$ cat config.mk
export PLATFORM = sky130hd
export DESIGN_NAME = uart_tx_word_flat
export DESIGN_NICKNAME = d
export VERILOG_FILES = /design/src/rtl/uart_pkg.sv /design/src/rtl/uart_tx_word_if.sv /design/src/rtl/uart_baud_tick.sv /design/src/rtl/uart_tx_word.sv /design/src/flat_wrapper.sv
export SDC_FILE = /design/constraint.sdc
export NUM_CORES = 1
export LEC_CHECK = 0
export CAP_MARGIN = 10
export CORE_MARGIN = 1.5
export CORE_UTILIZATION = 49
export DETAILED_ROUTE_END_ITERATION = 12
export GPL_TIMING_DRIVEN = 0
export PLACE_DENSITY = 0.75
export SETUP_SLACK_MARGIN = 0.02
export SYNTH_ARGS = -nofsm -noshare
export SYNTH_HDL_FRONTEND = slang
export SYNTH_HIERARCHICAL = 1
export SYNTH_SLANG_ARGS = --single-unit
$ cat constraint.sdc
create_clock -name clk -period 1.8 [get_ports clk]
set_clock_uncertainty 0.1 [all_clocks]
set_input_delay 0.27 -clock clk [delete_from_list [all_inputs] [get_ports clk]]
set_output_delay 0.27 -clock clk [all_outputs]
set_load 0.02 [all_outputs]
$ cat src/rtl/uart_pkg.sv
// Shared UART constants and state encoding, common to the transmit and
// receive ends of the host link so both agree on bit timing.
package uart_pkg;

    typedef enum logic [1:0] {
        IDLE  = 2'd0,
        START = 2'd1,
        DATA  = 2'd2,
        STOP  = 2'd3
    } uart_state_e;

    localparam int CLK_PER_BIT_DEF = 87;
    localparam int FRAME_BITS      = 10;
    localparam int DATA_BITS       = 8;

    function automatic int frame_cycles(input int clk_per_bit);
        return FRAME_BITS * clk_per_bit;
    endfunction

endpackage

$ cat src/rtl/uart_tx_word_if.sv
// Start handshake and line/status signals of the word transmitter.
interface uart_tx_word_if;

    logic        tx_start;
    logic [15:0] tx_data;
    logic        serial_out;
    logic        tx_busy;
    logic        tx_done;

    modport master (
        output tx_start,
        output tx_data,
        input  serial_out,
        input  tx_busy,
        input  tx_done
    );

    modport slave (
        input  tx_start,
        input  tx_data,
        output serial_out,
        output tx_busy,
        output tx_done
    );

endinterface

$ cat src/rtl/uart_baud_tick.sv
// Bit-period counter: one-cycle tick on the last clock of every bit,
// held at zero while restart is asserted so each frame starts aligned.
module uart_baud_tick
    import uart_pkg::*;
#(
    parameter int CLK_PER_BIT = CLK_PER_BIT_DEF
) (
    input  logic clk,
    input  logic rst,
    input  logic restart,
    output logic tick
);

    localparam int            CW   = $clog2(CLK_PER_BIT);
    localparam logic [CW-1:0] LAST = CW'(CLK_PER_BIT - 1);

    logic [CW-1:0] count_q;
    logic [CW-1:0] count_d;

    always_comb begin
        count_d = count_q;
        if (restart || (count_q == LAST)) begin
            count_d = '0;
        end else begin
            count_d = count_q + CW'(1);
        end
    end

    always_ff @(posedge clk) begin
        if (rst) begin
            count_q <= '0;
        end else begin
            count_q <= count_d;
        end
    end

    assign tick = (count_q == LAST);

endmodule

$ cat src/rtl/uart_tx_word.sv
// 8N1 UART transmitter sending a 16-bit word as back-to-back frames,
// high byte first, data bits MSB-first, with a registered line output.
module uart_tx_word
    import uart_pkg::*;
#(
    parameter int CLK_PER_BIT    = CLK_PER_BIT_DEF,
    parameter int BYTES_PER_WORD = 2
) (
    input  logic           clk,
    input  logic           rst,
    uart_tx_word_if.slave  tx_if
);

    localparam logic LAST_BYTE = (BYTES_PER_WORD == 2) ? 1'b1 : 1'b0;

    uart_state_e state_q;
    uart_state_e state_d;
    logic [15:0] shift_q;
    logic [15:0] shift_d;
    logic [2:0]  bit_idx_q;
    logic [2:0]  bit_idx_d;
    logic        byte_idx_q;
    logic        byte_idx_d;
    logic        serial_q;
    logic        serial_d;
    logic        busy_q;
    logic        busy_d;
    logic        done_q;
    logic        done_d;

    logic        bit_tick;
    logic [7:0]  cur_byte;

    // The byte on the wire always sits in the top half of the shift register.
    assign cur_byte = shift_q[15:8];

    uart_baud_tick #(
        .CLK_PER_BIT (CLK_PER_BIT)
    ) u_baud_tick (
        .clk     (clk),
        .rst     (rst),
        .restart (state_q == IDLE),
        .tick    (bit_tick)
    );

    always_comb begin
        state_d    = state_q;
        shift_d    = shift_q;
        bit_idx_d  = bit_idx_q;
        byte_idx_d = byte_idx_q;
        serial_d   = serial_q;
        busy_d     = busy_q;
        done_d     = 1'b0;

        case (state_q)
            IDLE: begin
                serial_d = 1'b1;
                if (tx_if.tx_start) begin
                    shift_d    = (BYTES_PER_WORD == 1) ? {tx_if.tx_data[7:0], 8'h00}
                                                       : tx_if.tx_data;
                    byte_idx_d = 1'b0;
                    bit_idx_d  = 3'd7;
                    serial_d   = 1'b0;
                    busy_d     = 1'b1;
                    state_d    = START;
                end
            end
            START: begin
                if (bit_tick) begin
                    serial_d = cur_byte[bit_idx_q];
                    state_d  = DATA;
                end
            end
            DATA: begin
                if (bit_tick) begin
                    if (bit_idx_q == 3'd0) begin
                        serial_d = 1'b1;
                        state_d  = STOP;
                    end else begin
                        bit_idx_d = bit_idx_q - 3'd1;
                        serial_d  = cur_byte[bit_idx_q - 3'd1];
                    end
                end
            end
            STOP: begin
                if (bit_tick) begin
                    if (byte_idx_q < LAST_BYTE) begin
                        // Next frame's start bit follows the stop bit directly.
                        byte_idx_d = byte_idx_q + 1'b1;
                        bit_idx_d  = 3'd7;
                        shift_d    = {shift_q[7:0], 8'h00};
                        serial_d   = 1'b0;
                        state_d    = START;
                    end else begin
                        serial_d = 1'b1;
                        busy_d   = 1'b0;
                        done_d   = 1'b1;
                        state_d  = IDLE;
                    end
                end
            end
            default: begin
                serial_d = 1'b1;
                busy_d   = 1'b0;
                state_d  = IDLE;
            end
        endcase
    end

    always_ff @(posedge clk) begin
        if (rst) begin
            state_q    <= IDLE;
            shift_q    <= '0;
            bit_idx_q  <= '0;
            byte_idx_q <= 1'b0;
            serial_q   <= 1'b1;
            busy_q     <= 1'b0;
            done_q     <= 1'b0;
        end else begin
            state_q    <= state_d;
            shift_q    <= shift_d;
            bit_idx_q  <= bit_idx_d;
            byte_idx_q <= byte_idx_d;
            serial_q   <= serial_d;
            busy_q     <= busy_d;
            done_q     <= done_d;
        end
    end

    assign tx_if.serial_out = serial_q;
    assign tx_if.tx_busy    = busy_q;
    assign tx_if.tx_done    = done_q;

endmodule

$ cat src/flat_wrapper.sv
// flat-port wrapper written by rule: the top's interface ports become plain ports
module uart_tx_word_flat import uart_pkg::*;
#(
    parameter int CLK_PER_BIT    = CLK_PER_BIT_DEF,
    parameter int BYTES_PER_WORD = 2
)
  (clk, rst, tx_if_tx_start, tx_if_tx_data, tx_if_serial_out, tx_if_tx_busy, tx_if_tx_done);
  uart_tx_word_if tx_if_i ();
  input  logic clk;
  input  logic rst;
  input wire logic [$bits(tx_if_i.tx_start)-1:0] tx_if_tx_start;
  input wire logic [$bits(tx_if_i.tx_data)-1:0] tx_if_tx_data;
  output wire logic [$bits(tx_if_i.serial_out)-1:0] tx_if_serial_out;
  output wire logic [$bits(tx_if_i.tx_busy)-1:0] tx_if_tx_busy;
  output wire logic [$bits(tx_if_i.tx_done)-1:0] tx_if_tx_done;
  assign tx_if_i.tx_start = tx_if_tx_start;
  assign tx_if_i.tx_data = tx_if_tx_data;
  assign tx_if_serial_out = tx_if_i.serial_out;
  assign tx_if_tx_busy = tx_if_i.tx_busy;
  assign tx_if_tx_done = tx_if_i.tx_done;
  uart_tx_word #(.CLK_PER_BIT(CLK_PER_BIT), .BYTES_PER_WORD(BYTES_PER_WORD)) u_core (.clk(clk), .rst(rst), .tx_if(tx_if_i));
endmodule
[After elaboration in Yosys (flattened, before gate mapping)]
Cells that the tools add are included.
Storage, ports and cells
  flip-flop bits (word level): 32
  latch bits: 0
  RAM bits: 0
  bits in read-only memories: 0
  logic and storage cells: 76
  memories kept: 0
Cells by class
  add/subtract/negate cells: 3
  multiply operators: 0
  div/mod/pow operators: 0
  magnitude comparators: 3
  equal/unequal tests: 12
  shift operators: 0
  muxes and demuxes: 36
  bitwise gates (word level): 2
  reductions and logical operators: 12
Operator list (number)
  16-bit two-way mux: 3
  16-bit one-hot mux with 2 select lines: 1
  1-bit two-way mux: 15
  3-bit two-way mux: 5
  2-bit two-way mux: 5
  2-bit by 1-bit inequality test with 1-bit output (second input constant): 5
  3-bit one-hot mux with 3 select lines: 1
  3-bit by 4-bit < comparator with 1-bit output (second input constant): 2
  2-bit one-hot mux with 4 select lines: 1
  4-bit AND reduction: 2
  7-bit by 1-bit adder with 7-bit output (second input constant): 1
  7-bit equality test (second input constant): 1
  1-bit binary-select mux with 3-bit select: 2
  2-bit inequality test (second input constant): 3
  6-bit AND reduction: 1
  5-bit AND reduction: 1
  2-bit equality test (second input constant): 2
  1-bit one-hot mux with 2 select lines: 2
  1-bit one-hot mux with 4 select lines: 1
  3-bit logical NOT: 1
  3-bit AND reduction: 1
  3-bit nonzero test: 1
  3-bit OR reduction: 1
  3-bit by 1-bit subtractor with 3-bit output (second input constant): 1
  8 further kinds: 9

[Depth between registers and ports, before layout]
Gate-level depths: netlist of the first run.
  depth after elaboration: 6
  mapped depth: 10

[Cells and area by module]
Netlist of the first run, hierarchy kept.
By module, submodules not included
  uart_tx_word: times used 1, cells an instance 144, area each 1347.5 µm²
  uart_baud_tick: times used 1, cells an instance 33, area each 301.5 µm²

[Worst setup path before layout of the first run]
No wires, ideal clock.
  path kind: register to register
  from: register u_core.u_baud_tick.count_q[0]
  to: register u_core.shift_q[0]
  setup time: 0.128 ns
  arrival time: 1.754 ns
  data required time: 1.572 ns
  slack: -0.182 ns
  stages on the path, launching flop included: 11
  clock period less this slack: 1.982 ns
  path through: dfxtp_1 > inv_1 > ha_1 > nand4bb_1 > nor2_1 > nor2b_1 > mux2i_1 > or2_2 > buf_2 > a22oi_1 > nor2_1
On the way
  cells in the longest elaborated chain, start to end: 3
Ends and longest elaborated chain
  start: declaration: RTL line uart_baud_tick.sv:17  | logic [CW-1:0] count_q;
  start signal: assignment: RTL line uart_baud_tick.sv:33  | count_q <= count_d;
  7-bit equality test: RTL line uart_baud_tick.sv:37  | assign tick = (count_q == LAST);
  via u_core.bit_tick: RTL line uart_tx_word.sv:31  | logic bit_tick;
  2-bit by 1-bit inequality test with 1-bit output (no line)
  4-bit AND reduction (no line)
  end signal: assignment: RTL line uart_tx_word.sv:121  | shift_q <= shift_d;
  end: declaration: RTL line uart_tx_word.sv:18  | logic [15:0] shift_q;
The timed path passes the listed nets, and every way through them passes these cells.
A chain may end at the register's enable or synchronous reset.

[Final worst setup path of the first run]
  from: register u_core.u_baud_tick.count_q[0]
  to: register u_core.shift_q[2]
Same word-level chain as after synthesis.

==> impl_metrics.tcl, run 1 <==
set metrics [dict create \
    whs_ns 0.415 \
    cts_tree "yes" \
    power_switching_mw 1.51 \
    critPathKind "reg2reg" \
    drt_wl_total_um 4030 \
    synth_seq_area_share_pct 38.8 \
    finalMaxSlewViolations 0 \
    power_switching_share_pct 40.6 \
    async_flop_share_pct 0 \
    powerDensity_nw_per_um2 1590 \
    grtUsageMet2_pct 42.5 \
    critPathRequiredTime_ns 1.91 \
    rsz0062_at_grt "true" \
    relSlewSlack_pct 54.7 \
    die_h_um 61.0 \
    diodes 0 \
    setup.worst_path.end_class "register" \
    hold_violations 0 \
    fin_util_pct 74.5 \
    core-area_um2 3130 \
    synth_nets 205 \
    grt_pass1_vias 1476 \
    ir_drop_uv 913 \
    initial_utilization_pct 52.7 \
    layout_min_cycle_time_ns 1.84 \
    gp_congestion 0.779 \
    drt_iter0_drc 94 \
    finalSetupTns_ns -0.237 \
    cap_viol_max_count 0 \
    setup_viol 13 \
    min_from "u_core/shift_q[15]" \
    cts_buffer_depth 2 \
    synth_cells 177 \
    setup_slack_ns -0.0433 \
    holdCritPathClass "reg2reg" \
    die_x_um 61.0 \
    layout.nets 242 \
    seqPwrFrac_pct 29.1 \
    intPower_mw 2.20 \
    antenna_found_initial 0 \
    r2r_setup_slack_ns -0.04 \
    path_cells "inv_2, ha_4, nand4bb_4, nor2_4, nor2b_4, mux2i_4, or2_4, a22oi_2, nor2_1" \
    grtUsageMet3_pct 6.09 \
    cp_slowest_cell "dfxtp_2" \
    path_clk_slew_ns 0.10 \
    via_per_inst 5.73 \
    max_freq_ghz 0.543 \
    clkPwrFrac_pct 12.5 \
    place_hpwl_um 2720 \
    combPwrFrac_pct 58.4 \
    leakagePower_nw 0.841 \
    violations "negative setup slack" \
    synth_edf_count 0 \
    crit_path_max_fanout 8 \
    area_growth_pct 41.4 \
    clkSinkCount 32 \
    ant_nets 0 \
    dr_total_vias 1479 \
    syn_area_um2 1650 \
    worstSetupStartpoint "u_core/u_baud_tick/count_q[0]" \
    r2r_start "u_core/u_baud_tick/count_q[0]" \
    num_rows 20 \
    worstPathArrival_ns 1.95 \
    drive_gt1_share_pct 36.0 \
    port_buffers 21 \
    ys_ff_latch 32 \
    final.fill_count 223 \
    grt_busiest_layer "met2" \
    dieArea_um2 3720 \
    ctsHtreeMaxLevel 2 \
    synthFlopType "dfxtp_1" \
    status "finished, violations left" \
    start_kind "register" \
    design_area_um2 2330 \
    io_pins 22 \
    drc 0 \
    critPathBufInv 1 \
    grt_max_degree 11 \
    syn_avg_cell_area_um2 9.32 \
    grt-ovfl-total 0 \
    grt_pass1_wl_um 6440 \
    use_met1_pct 27.7 \
    wl_per_cell_um 15.6 \
    synth_warnings 6 \
    placed_cell_area_um2 1980 \
    synth_cell_types 43 \
    finalCritPeriodShare_pct 102 \
    slowest_delay_ns 0.33 \
    tightest_slew_ns 0.679 \
    cts-root-buf "clkbuf_4" \
    cts_buffers 5 \
    p_total_mw 3.71 \
    clk_latency_ns 0.32 \
    grtUsageTotal_pct 23.5 \
    first_pass_iters 6 \
    ctsHoldBuffers 0 \
    cpLargestDelayFamily "simple AND/OR/NAND/NOR gates" \
]
## registers in the layout, indices dropped and copies added, names as in the netlist
| signal | count |
|---|---|
| u_core/state_q | 2 |
| u_core/tx_if.tx_done | 1 |
| u_core/u_baud_tick/count_q | 7 |
| u_core/shift_q | 16 |
| u_core/byte_idx_q | 1 |
| u_core/tx_if.serial_out | 1 |
| u_core/bit_idx_q | 3 |
| u_core/tx_if.tx_busy | 1 |
## layer usage
layer	wire [um]	vias up
li1	-	717
met2	2190	42
met5	0	-
met1	1620	716
met3	204	4
met4	17	0
## through the flow
step                std cells  setup slack (ns)
finish                    258           -0.0433
global route              258            -0.148
CTS                       256           -0.0322
detailed placement        242            -0.307
global placement          242            -0.248
floorplan                 177           -0.0769
## cells in the mapped netlist, drive strengths merged, types with 3 or more instances
library cell / number / area share, %
nor2b: 3 / 1.1
nor2: 32 / 7.4
ha: 9 / 6.8
nand3: 7 / 2.4
buf: 7 / 3.0
a211oi: 10 / 4.6
inv: 8 / 1.8
nand2: 6 / 1.4
mux4: 4 / 6.1
a21oi: 10 / 3.3
o21ai: 4 / 1.2
a22oi: 8 / 3.6
dfxtp: 32 / 39
mux2i: 10 / 6.1
nor3: 3 / 0.91
## cells in the final DEF (no fill, tap or decap), types with 3 or more instances in the layout
cell type	Yosys	final
o21ai_0	3	3
a21oi_1	9	8
buf_6	2	5
dfxtp_1	32	25
nand3_1	6	6
dfxtp_2	0	6
nand2_1	6	6
mux4_1	3	3
ha_1	9	5
nor2_2	1	4
mux2i_1	10	9
a22oi_2	0	8
inv_1	8	6
clkdlybuf4s50_1	0	21
clkbuf_4	0	5
a211oi_2	0	9
nor2_1	31	26
buf_4	1	8
## tightest hold or removal path: cells and delay by family (launching register included)
kind	cells	cell delay (ns)
AO/OA/AOI/OAI	1	0.05
flip-flops	1	0.33
AND/OR/NAND/NOR	1	0.10
## what timing repair did
action / 4_1_cts / 5_1_grt
gates resized for setup: 29 / 19
endpoints found under the setup margin: 22 / 22
pin swaps: 11 / 7
setup buffers: 8 / 2
## power groups by stage
stage	registers (mW)	logic, mW	clock network [mW]
after floorplan	1.06	1.23	0
after global placement	1.07	1.49	0
after detailed placement	1.09	1.55	0
after CTS	1.07	1.90	0.472
after global routing	1.10	2.32	0.515
final	1.08	2.17	0.462
## cell families after synthesis
family	Yosys count	share of synthesized area (%)
xor+xnor	3	1.59
compound gates	41	17.4
mux	15	12.9
simple gates	60	17.2
fa+ha+maj	9	6.83
buf+inv	17	5.24
flops	32	38.8
## final timing paths
kind | depth (start not counted) | end
worst min-delay path | 2 | u_core/shift_q[15]
worst max register to register | 9 | u_core/shift_q[2]
worst min register to register | 2 | u_core/shift_q[15]
worst max-delay path | 9 | u_core/shift_q[2]
## area by class of cell
| type | count | area, um2 | share of cell area (%) |
|---|---|---|---|
| Multi-Input combinational cell | 128 | 1160 | 49.9 |
| Sequential cell | 32 | 652 | 28.0 |
| Timing Repair Buffer | 31 | 305 | 13.1 |
| Clock buffer | 7 | 65.1 | 2.79 |
| Buffer | 8 | 57.6 | 2.47 |
| Tap cell | 44 | 55.1 | 2.36 |
| Inverter | 8 | 32.5 | 1.40 |
No activity file was read; power rests on OpenSTA's default activity.
==> run 2, diff against run 1 <==
Clock period 1.8 ns to 1.65 ns, I/O delays scaled along.
==> impl_metrics.tcl, run 2 (synthesis gave the netlist of run 1 again) <==
set metrics [dict create \
    layout_common_cells "27 x dfxtp_1, 25 x nor2_1, 19 x clkdlybuf4s50_1" \
    crit_path_max_fanout 3 \
    holdPathEnd "u_core/u_baud_tick/count_q[5]" \
    seq_area_um2 654 \
    area_growth_pct 41.5 \
    layout.nets 246 \
    initial_utilization_pct 52.7 \
    path_clk_slew_ns 0.09 \
    powerDensity_nw_per_um2 1690 \
    routed.top_layer "met4" \
    setup_viol 22 \
    die_h_um 61.0 \
    tightest_slew_ns 0.654 \
    dr_total_vias 1474 \
    core-area_um2 3130 \
    max_freq_ghz 0.533 \
    reg2reg_depth 10 \
    top_register "u_core/shift_q" \
    cp_slowest_cell "dfxtp_2" \
    min_from "u_core/u_baud_tick/count_q[5]" \
    grt-ovfl-total 0 \
    largest_reg_flops 16 \
    start_kind "register" \
    setup_slack_ns -0.225 \
    die_x_um 61.0 \
    violations "negative setup slack" \
    final.fill_count 223 \
    cts_buffer_depth 2 \
    grtUsageTotal_pct 23.4 \
    design_area_um2 2330 \
    rsz0062_at_grt "true" \
    drt_iter0_drc 65 \
    m1WireLength_um 1700 \
    layout_min_cycle_time_ns 1.87 \
    via_per_inst 5.60 \
    cts_tree "yes" \
    worstPathArrival_ns 1.98 \
    holdCritPathClass "reg2reg" \
    hold_path_depth 2 \
    r2r_start "u_core/u_baud_tick/count_q[0]" \
    finalMaxSlewViolations 0 \
    leakagePower_nw 0.852 \
    wl_per_cell_um 14.8 \
    first_pass_iters 4 \
    multi_input_area_um2 1140 \
    num_rows 20 \
    diodes 0 \
    r2r_setup_slack_ns -0.22 \
    fin_util_pct 74.6 \
    clk_latency_ns 0.32 \
    grt_pass1_wl_um 6310 \
    placed_cell_area_um2 2040 \
    relSlewSlack_pct 56.4 \
    ant_nets 0 \
    critPathKind "reg2reg" \
    grt_max_degree 11 \
    gp_congestion 0.821 \
    cap_viol_max_count 0 \
    drive_gt1_share_pct 35.6 \
    clkSinkCount 32 \
    wl_met3_um 181 \
    ctsHtreeMaxLevel 2 \
    slowest_delay_ns 0.33 \
    ctsHoldBuffers 0 \
    cpLargestDelayFamily "simple AND/OR/NAND/NOR gates" \
    final_cell_count_no_fill 263 \
    met2WireLength_um 1970 \
    cts-root-buf "clkbuf_4" \
    cts_buffers 5 \
    drt_wl_total_um 3880 \
    hold_violations 0 \
    antenna_found_initial 0 \
    mostFrequentLayoutCell "dfxtp_1" \
    finalCritPeriodShare_pct 114 \
    critPathRequiredTime_ns 1.75 \
    port_buffers 21 \
    io_pins 22 \
    reg.largest.list "u_core/shift_q: 16 flops, u_core/u_baud_tick/count_q: 7 flops, u_core/bit_idx_q: 3 flops" \
    place_hpwl_um 2670 \
    setup.worst_path.end_class "register" \
    place_inst 242 \
    ir_drop_uv 973 \
    grt_pass1_vias 1395 \
    status "finished, violations left" \
    path_cells "inv_2, ha_4, nand4bb_4, nor2_4, buf_6, nor2b_1, o21bai_1, buf_4, and3_1, a311oi_2" \
    worstSetupStartpoint "u_core/u_baud_tick/count_q[0]" \
    critPathBufInv 3 \
    worst_r2r_endpoint "u_core/bit_idx_q[2]" \
    dieArea_um2 3720 \
    drc 0 \
]
-- run 2: cell count changes in the layout (fill, tap and decap cells not counted), sizes merged --
cell,before,now
buf,16,20
clkdlybuf4s50,21,19
clkinv,0,2
dlygate4sd2,0,2
clkbuf,9,8
-- run 2: cell type report --
class                      instances  share of cell area, %
sequential                        32                   28.0
clock buffer                       6                   2.20
buffer                             8                   2.63
tap                               44                   2.36
clock inverter                     2                  0.429
inverter                           8                   1.39
multi-input combinational        128                   48.9
timing repair buffer              35                   14.0
-- run 2: power by group --
group	total, mW	internal, mW	switching (mW)
combinational	2.29	1.13	1.16
sequential	1.19	1.02	0.179
clock	0.454	0.202	0.252
-- run 2: worst min-delay path, stage by stage (launching register included) --
cell and delay (ns):
dfxtp_1 0.34, o21ai_0 0.08, a21oi_1 0.06
-- run 2: worst max-delay path by stage --
stage                                endpoint  slack, ns  depth (start not counted)
final                     u_core/bit_idx_q[2]      -0.22                         10
after global routing      u_core/bit_idx_q[2]      -0.30                         11
after CTS                 u_core/bit_idx_q[2]      -0.19                         10
after detailed placement    u_core/shift_q[8]      -0.49                         10
after global placement      u_core/shift_q[8]      -0.40                         10
after floorplan             u_core/shift_q[0]      -0.23                         10
-- run 2: metrics by stage --
step                total power, mW  setup slack, ns  TNS (ns)  hold slack [ns]
finish                         3.94           -0.225     -3.11            0.418
global route                   4.22           -0.299     -5.07            0.445
CTS                            3.87           -0.186     -2.37            0.412
detailed placement             3.02           -0.494     -8.19            0.354
global placement               2.94           -0.403     -6.90            0.340
floorplan                      2.63           -0.227     -2.92            0.283
-- run 2: routing by layer --
metal | global-route usage, % | vias to the layer above
met5 | 0 | -
met4 | 5.59 | 0
met3 | 6.30 | 4
met2 | 42.7 | 45
met1 | 27.4 | 697
li1 | - | 728
-- run 2: repair_timing --
action	4_1_cts	5_1_grt
pin swaps	18	6
resized for setup	39	4
cloned	1	0
endpoints found under the hold margin	0	0
setup buffers	12	1
setup endpoints to repair	24	22
==> run 3, diff against run 2 <==
Settings changed: SKIP_CTS_REPAIR_TIMING set to 1, SLEW_MARGIN set to 20.
==> impl_metrics.tcl, run 3 (synthesis gave the netlist of run 1 again) <==
set metrics [dict create \
    start_kind "register" \
    ir_drop_uv 819 \
    worstSetupStartpoint "u_core/bit_idx_q[0]" \
    grtUsageTotal_pct 20.9 \
    status "finished, violations left" \
    cap_viol_max_count 0 \
    grt_pass1_vias 1298 \
    setup_viol 22 \
    worst_r2r_endpoint "u_core/tx_if.serial_out" \
    fin_util_pct 74.5 \
    cp_slowest_cell "mux4_2" \
    reg.largest.list "u_core/shift_q: 16 flops, u_core/u_baud_tick/count_q: 7 flops, u_core/bit_idx_q: 3 flops" \
    worstPathArrival_ns 2.02 \
    finalMaxSlewViolations 0 \
    drive_gt1_share_pct 34.2 \
    r2r_setup_slack_ns -0.23 \
    finalCritPeriodShare_pct 114 \
    p_total_mw 3.96 \
    die_h_um 61.0 \
    port_buffers 21 \
    critPathCapture "u_core/tx_if.serial_out" \
    dieArea_um2 3720 \
    area_growth_pct 41.4 \
    clkSinkCount 32 \
    diodes 0 \
    reg2reg_depth 6 \
    drc 0 \
    core-area_um2 3130 \
    largest_reg_flops 16 \
    clk_latency_ns 0.33 \
    die_x_um 61.0 \
    hold_violations 0 \
    path_cells "buf_6, buf_12, mux4_2, o41ai_2, a311oi_1, o22a_1" \
    layout.nets 246 \
    relSlewSlack_pct 56.5 \
    crit_path_max_fanout 3 \
    antenna_found_initial 0 \
    r2r_start "u_core/bit_idx_q[0]" \
    rsz0062_at_grt "true" \
    violations "negative setup slack" \
    ctsHtreeMaxLevel 2 \
    grt_pass1_wl_um 5610 \
    dp_slack_ns -0.494 \
    layout_common_cells "26 x nor2_1, 26 x dfxtp_1, 18 x clkdlybuf4s50_1" \
    ant_nets 0 \
    grt_max_degree 11 \
    max_freq_ghz 0.531 \
    place_hpwl_um 2670 \
    cts_tree "yes" \
    critPathRequiredTime_ns 1.78 \
    via_per_inst 5.61 \
    critPathKind "reg2reg" \
    drt_wl_total_um 3810 \
    dr_total_vias 1475 \
    cts_buffers 5 \
    setup_slack_ns -0.233 \
    tightest_slew_ns 0.652 \
    slowest_delay_ns 0.52 \
    powerDensity_nw_per_um2 1700 \
    setup.worst_path.end_class "register" \
    first_pass_iters 4 \
    io_pins 22 \
    holdCritPathClass "reg2reg" \
    path_clk_slew_ns 0.10 \
    num_rows 20 \
    initial_utilization_pct 52.7 \
    leakagePower_nw 0.890 \
    grt-ovfl-total 0 \
    top_register "u_core/shift_q" \
    wl_per_cell_um 14.5 \
    gp_congestion 0.821 \
    drt_iter0_drc 126 \
    cts-root-buf "clkbuf_4" \
    cts_buffer_depth 2 \
    layout_min_cycle_time_ns 1.88 \
]
-- run 3: cell count changes in the layout (fill, tap and decap cells not counted), moves of 2 or more --
cell	previous run	this run
ha_4	4	2
dlygate4sd2_1	2	0
dfxtp_2	2	5
buf_6	8	6
inv_1	4	6
inv_2	3	1
dlymetal6s2s_1	0	3
dfxtp_4	3	1
-- run 3: worst min path at each step --
stage / start / endpoint / slack (ns) / cells after the start
6_report: u_core/u_baud_tick/count_q[0] / u_core/u_baud_tick/count_q[0] / 0.35 / 1
5_1_grt: u_core/u_baud_tick/count_q[0] / u_core/u_baud_tick/count_q[0] / 0.36 / 1
4_1_cts: u_core/u_baud_tick/count_q[0] / u_core/u_baud_tick/count_q[0] / 0.37 / 1
3_5_place_dp: u_core/u_baud_tick/count_q[0] / u_core/u_baud_tick/count_q[0] / 0.35 / 1
3_3_place_gp: u_core/u_baud_tick/count_q[0] / u_core/u_baud_tick/count_q[0] / 0.34 / 1
2_1_floorplan: tx_if_tx_data[1] / u_core/shift_q[1] / 0.28 / 2
-- run 3: report_power, final --
| group | internal [mW] | switching (mW) |
|---|---|---|
| combinational | 1.16 | 1.15 |
| clock | 0.202 | 0.261 |
| sequential | 1.01 | 0.174 |
| total | 2.38 | 1.58 |
-- run 3: worst max-delay path: cells and delay by family (launching register included) --
kind | cells | cell delay, ns
AOI/OAI and AO/OA | 3 | 0.62
muxes | 1 | 0.52
DFF | 1 | 0.34
buffers and inverters | 2 | 0.21
-- run 3: per-stage QoR --
step / setup TNS, ns / cells / instance area, um2 / hold WS, ns
final: -3.92 / 263 / 2330 / 0.353
after global routing: -6.16 / 263 / 2330 / 0.362
after CTS: -8.35 / 250 / 2100 / 0.367
after detailed placement: -8.19 / 242 / 2040 / 0.354
after global placement: -6.90 / 242 / 2040 / 0.340
after floorplan: -2.92 / 177 / 1770 / 0.283
-- run 3: area by class of cell --
class                      instances  area [um2]
multi-input combinational        128        1130
inverter                           8        32.5
sequential                        32         651
timing repair buffer              35         347
clock buffer                       6        51.3
buffer                             8        57.6
clock inverter                     2        10.0
tap                               44        55.1
fill                             230         797
-- run 3: per-layer routing --
metal	vias to the layer above	GRT usage [%]	wire length, um
met5	-	0	0
met4	0	8.07	29
met3	3	6.51	196
met2	44	35.5	2000
met1	702	24.8	1580
li1	726	-	-
==> edit 1: new RTL, flow settings as in run 3 <==
The 4 states of `uart_state_e` get a Gray code encoding in 2 bits.
--- a/src/rtl/uart_pkg.sv
+++ b/src/rtl/uart_pkg.sv
@@ -3,10 +3,10 @@
 package uart_pkg;
 
     typedef enum logic [1:0] {
-        IDLE  = 2'd0,
-        START = 2'd1,
-        DATA  = 2'd2,
-        STOP  = 2'd3
+        IDLE  = 2'b00,
+        START = 2'b01,
+        DATA  = 2'b11,
+        STOP  = 2'b10
     } uart_state_e;
 
     localparam int CLK_PER_BIT_DEF = 87;
Function: same outputs for any inputs over 10 cycles, from zero or initial values and one cycle with rst high; not proved beyond that.
==> edit 1 against run 3 <==
  * Sequential share of layout area increased by 2.6 points
  * Setup slack lost 11 ps
  * Largest cell class unchanged
  * Area after synthesis is 4.8% lower
  * Final area is 9.0% lower
  * Routed wire length shrank 12%
  * Utilization fell by 5.0 points
  * Sequential cell count is the same
  * First-iteration DRC count decreased by 65%
  * The flow still finishes with violations (setup timing)
  * Final cell count shrank 4.2%
Power is not compared: it rests on default switching activity, and its combinational part moved more than twofold at a synthesized area within 25%.
==> edit 1: results (changes against run 3) <==
Finish:
- The final net count is 231 (was 246).
- The fraction of final layout cells with drive strength greater than 1 came to 26.9% (was 34.2%).

Global routing:
- The first-pass GRT wire length came to 5440 um (was 5610 um).
- The maximum number of pins on one net before global-route repair is 11 (unchanged).
- The via count of the first global-routing pass came to 1,275 (was 1,298).
- The number of antenna violations at the first check in global routing is 0 (unchanged).
- The global-route usage over all layers is 21.0% (was 20.9%).

Synthesis:
- Ranking of synthesized cells by area: dfxtp_1 (41%), nor2_1 (6.7%), mux2i_1 (6.4%) (was dfxtp_1 (39%), nor2_1 (7.1%), ha_1 (6.8%)).
- The async set-or-reset flop fraction in the synthesized netlist is 0% (unchanged).
- The part of the Yosys area used for sequential elements is 40.8% (was 38.8%).
- The number of distinct library cells after synthesis is 39 (was 43).
- The number of nets produced by synthesis was 194 (was 205).
- Top cells by count, synth: dfxtp_1 (32), nor2_1 (28), a211oi_1 (10), mux2i_1 (10), a22oi_1 (9) (was dfxtp_1 (32), nor2_1 (31), a211oi_1 (10), mux2i_1 (10)).

Worst setup path:
- The data arrival time at the worst-slack endpoint came to 2040 ps (was 2020 ps).
- The standard cell with the maximum stage delay on the critical path is dfxtp_4 (was mux4_2).
- The worst stage delay on the critical path is 360 ps (was 520 ps).
- The critical-path maximum fanout is 6 (was 3).

Timing:
- The transition time at the pin with the least slew margin came to 500 ps (was 652 ps).
- The minimum setup slack in the final design is -244 ps (was -233 ps).
- The number of setup violations in the final report was 21 (was 22).
- The aggregate negative setup slack is -4080 ps (was -3920 ps).

Route:
- The vias per cell came to 5.40 (was 5.61).
- The violation count after the first detailed-routing iteration is 44 (was 126).
- The final wirelength is 3350 um (was 3810 um).
- The number of nets with antenna violations after routing is 0 (unchanged).

Placement:
- The detailed-placement wirelength estimate was 2430 um (was 2670 um).
- The cell area after placement is 0.00194 sq mm (was 0.00204 sq mm).
- The weighted congestion at the end of routability-driven global placement is 0.872 (was 0.821).

CTS:
- The maximum clock path buffer count is 2 (unchanged).
- The CTS root buffer is clkbuf_4 (unchanged).

Status:
- Run status: complete, but fails checks (unchanged).
- Violations in the final reports: setup timing (unchanged).

Power and ir drop:
- VDD sags by at most 634 uV.
==> edit 1: report_power, final <==
| part | internal, mW | switching (mW) |
|---|---|---|
| Clock | 0.241 | 0.250 |
| Combinational | 0.168 | 0.140 |
| Sequential | 0.812 | 0.0327 |
| Total | 1.22 | 0.423 |
==> edit 1: cells by family after synthesis <==
family	share of synthesized area [%]
compound gates	17.7
flops	40.8
fa+ha+maj	3.19
buf+inv	5.34
mux	11.4
simple gates	19.9
xor+xnor	1.67
==> edit 1: final timing paths <==
kind	endpoint	startpoint	cells past startpoint
hold / removal	u_core/u_baud_tick/count_q[0]$_SDFF_PP0_	u_core/u_baud_tick/count_q[0]$_SDFF_PP0_	1
setup / recovery	u_core/bit_idx_q[1]$_SDFFE_PP0P_	u_core/u_baud_tick/count_q[0]$_SDFF_PP0_	10
hold reg to reg	u_core/u_baud_tick/count_q[0]$_SDFF_PP0_	u_core/u_baud_tick/count_q[0]$_SDFF_PP0_	1
setup reg to reg	u_core/bit_idx_q[1]$_SDFFE_PP0P_	u_core/u_baud_tick/count_q[0]$_SDFF_PP0_	10
==> edit 1: area by class of cell <==
type                            count  area, sq um
Sequential cell                    32          648
Fill cell                         256          931
Multi-Input combinational cell    125          962
Clock buffer                        7         65.1
Buffer                             11         85.1
Timing Repair Buffer               30          295
Inverter                            3         11.3
Tap cell                           44         55.1
==> edit 1: stage by stage <==
step | util (%) | std cells | hold slack (ps) | setup WS [ps]
floorplan | - | 171 | 283 | -92.0
global placement | 63.4 | 236 | 341 | -272
detailed placement | 63.4 | 236 | 353 | -331
CTS | 65.5 | 243 | 366 | -311
global route | 69.5 | 252 | 348 | -398
finish | 69.5 | 252 | 329 | -244
==> edit 1: layer usage <==
| layer | up-vias | wire length [um] | share of wire [%] | GRT usage (%) |
|---|---|---|---|---|
| met4 | 0 | 48 | 1.4 | 9.84 |
| met5 | - | 0 | 0 | 0 |
| li1 | 688 | - | - | - |
| met1 | 642 | 1470 | 44 | 24.2 |
| met3 | 4 | 122 | 3.6 | 7.21 |
| met2 | 27 | 1710 | 51 | 34.7 |
==> edit 1: worst max-delay path, delay by kind of cell, from the launching register on <==
| family | cells | cell delay [ps] |
|---|---|---|
| adders and majority gates | 1 | 110 |
| and+or+nand+nor | 4 | 410 |
| buffers and inverters | 3 | 340 |
| AOI/OAI and AO/OA | 2 | 500 |
| DFF | 1 | 360 |
==> edit 2: new RTL, flow settings as in run 3 <==
Made on the original files. The package constant `CLK_PER_BIT_DEF` goes from 87 to 174.
--- a/src/rtl/uart_pkg.sv
+++ b/src/rtl/uart_pkg.sv
@@ -9,7 +9,7 @@
         STOP  = 2'd3
     } uart_state_e;
 
-    localparam int CLK_PER_BIT_DEF = 87;
+    localparam int CLK_PER_BIT_DEF = 174;
     localparam int FRAME_BITS      = 10;
     localparam int DATA_BITS       = 8;
 
Function: same outputs for any inputs over 10 cycles, from zero or initial values and one cycle with rst high; that may be too few to reach the edited logic, so the function may still have changed.
==> edit 2 against run 3 <==
  * Clock power grew 4%
  * Total power grew 2.0%
  * Via count grew 6.2%
  * Synthesized cell count grew 7.3%
  * Critical endpoint is now u_core/shift_q[15]$_SDFFE_PP0P_
  * Routed wire length grew 14%
  * Utilization shrank 3.2 points
  * The run still ends with setup timing left
  * Non-clock buffer count shrank 3
  * Die area grew 5.1%
  * Sequential cell count grew 1
  * Highest routed layer unchanged
  * Final area grew 2.8%
  * Setup slack lost 47 ps
  * Area after synthesis grew 5.4%
==> edit 2: results (changes against run 3) <==
Worst setup path:
- The critical-path maximum fanout is 7 (was 3).
- The launch instance of the worst register-to-register path was u_core/u_baud_tick/count_q[1]$_SDFF_PP0_ (was u_core/bit_idx_q[0]$_SDFFE_PP0P_).
- The data arrival time at the worst-slack endpoint is 2070 ps (was 2020 ps).
- The kind of start point of the critical path is a register (unchanged).

Route:
- The final wirelength came to 4340 um (was 3810 um).
- The vias per cell is 5.69 (was 5.61).
- The total iterations of the first detailed-routing run came to 4 (unchanged).
- The violation count after the first detailed-routing iteration came to 97 (was 126).

Synthesis:
- The leading register cell type out of synthesis is dfxtp_1 (unchanged).
- The part of the Yosys area used for sequential elements was 38.0% (was 38.8%).
- The number of distinct library cells after synthesis was 46 (was 43).
- Ranking of synthesized cells by area: dfxtp_1 (38%), ha_1 (6.5%), nor2_1 (6.3%) (was dfxtp_1 (39%), nor2_1 (7.1%), ha_1 (6.8%)).
- The number of nets produced by synthesis came to 218 (was 205).
- Top cells by count, synth: dfxtp_1 (33), nor2_1 (29), a21oi_1 (12) (was dfxtp_1 (32), nor2_1 (31), a211oi_1 (10), mux2i_1 (10)).

CTS:
- The clock input transition at the sequential cells of the worst setup and hold paths is 110 ps.
- The maximum clock path buffer count is 2 (unchanged).
- The number of buffers added by the clock tree synthesis step came to 5 (unchanged).
- The CTS root buffer is clkbuf_4 (unchanged).

Min path:
- The launch point of the worst hold path is u_core/u_baud_tick/count_q[6]$_SDFF_PP0_ (was u_core/u_baud_tick/count_q[0]$_SDFF_PP0_).
- The class of the tightest hold or removal check is register to register (unchanged).

Power and ir drop:
- The standby leakage power came to 0.868 nW (was 0.890 nW).
- The worst-case vdd ir drop is 1070 uV (was 819 uV).

Placement:
- The weighted congestion at the end of routability-driven global placement is 0.797 (was 0.821).
- The number of buffers inserted by port buffering was 21 (unchanged).
- The detailed-placement wirelength estimate was 3130 um (was 2670 um).
- The pre-CTS worst setup slack is -416 ps (was -494 ps).
- The cell area after placement came to 0.00217 sq mm (was 0.00204 sq mm).

Global routing:
- The number of antenna violations at the first check in global routing came to 0 (unchanged).
- The maximum number of pins on one net before global-route repair is 12 (was 11).
- The via count of the first global-routing pass was 1,526 (was 1,298).
- The global-route usage over all layers is 22.1% (was 20.9%).
- The first-pass GRT wire length is 6870 um (was 5610 um).

Finish:
- The count of antenna diodes in the layout is 0 (unchanged).
- Largest registers: u_core/shift_q x16, u_core/u_baud_tick/count_q x8, u_core/bit_idx_q x3 (was u_core/shift_q x16, u_core/u_baud_tick/count_q x7, u_core/bit_idx_q x3).
- The final net count is 256 (was 246).
- The fraction of final layout cells with drive strength greater than 1 is 30.6% (was 34.2%).

Status:
- Violations in the final reports: setup timing (unchanged).
- Run status: complete, but fails checks (unchanged).

Timing:
- The worst-case hold slack is 413 ps (was 353 ps).
- The number of setup violations in the final report is 23 (was 22).
- The minimum setup slack in the final design is -280 ps (was -233 ps).
- The transition time at the pin with the least slew margin is 789 ps (was 652 ps).

Job:
- The max-capacitance violation count is 0 (unchanged).
==> edit 2: metal layers <==
metal | share of wire [%] | vias up | GRT usage (%) | wire, um
met4 | 0.83 | 0 | 5.83 | 36
li1 | - | 772 | - | -
met2 | 51 | 44 | 39.0 | 2210
met1 | 43 | 746 | 27.2 | 1880
met3 | 4.9 | 4 | 5.05 | 214
met5 | 0 | - | 0 | 0
==> edit 2: critical path, stage by stage, from the launching register on <==
cell and delay [ps]:
dfxtp_4 360, inv_2 60, ha_4 130, nand4bb_4 140, nor2_4 150, nor2b_4 190
mux2i_4 90, nor2_4 210, buf_6 160, nor2_1 50, a211oi_2 190
==> edit 2: final timing paths <==
check | cells after the start | to
hold / removal | 2 | u_core/u_baud_tick/count_q[6]$_SDFF_PP0_
setup reg to reg | 10 | u_core/shift_q[15]$_SDFFE_PP0P_
hold reg to reg | 2 | u_core/u_baud_tick/count_q[6]$_SDFF_PP0_
setup / recovery | 10 | u_core/shift_q[15]$_SDFFE_PP0P_
==> edit 2: kinds of logic after synthesis <==
| group | share of synthesized area (%) |
|---|---|
| flip-flops | 38.0 |
| buffers and inverters | 5.18 |
| AND/OR/NAND/NOR | 19.3 |
| multiplexers | 12.2 |
| XOR/XNOR | 0.504 |
| adder cells (fa/ha/maj) | 6.48 |
| AO/OA/AOI/OAI | 18.3 |
==> edit 2: metrics by stage <==
stage	instances	total power, mW	TNS, ps
after floorplan	190	2.70	-2740
after global placement	257	3.02	-5910
after detailed placement	257	3.14	-7200
after CTS	265	3.62	-7470
after global routing	275	4.33	-6580
final	275	4.04	-4540
==> edit 2: cell type report <==
| class | instances | area (sq um) |
|---|---|---|
| Tap cell | 46 | 57.6 |
| Sequential cell | 33 | 676 |
| Multi-Input combinational cell | 139 | 1190 |
| Fill cell | 280 | 966 |
| Buffer | 8 | 57.6 |
| Clock buffer | 7 | 55.1 |
| Inverter | 9 | 33.8 |
| Timing Repair Buffer | 32 | 317 |
| Clock inverter | 1 | 7.51 |
==> edit 2: power by group <==
group	switching [mW]	leakage (nW)	total, mW	internal [mW]
Combinational	1.17	0.562	2.33	1.17
Sequential	0.186	0.275	1.22	1.04
Clock	0.274	0.0315	0.483	0.209
Total	1.63	0.868	4.04	2.41
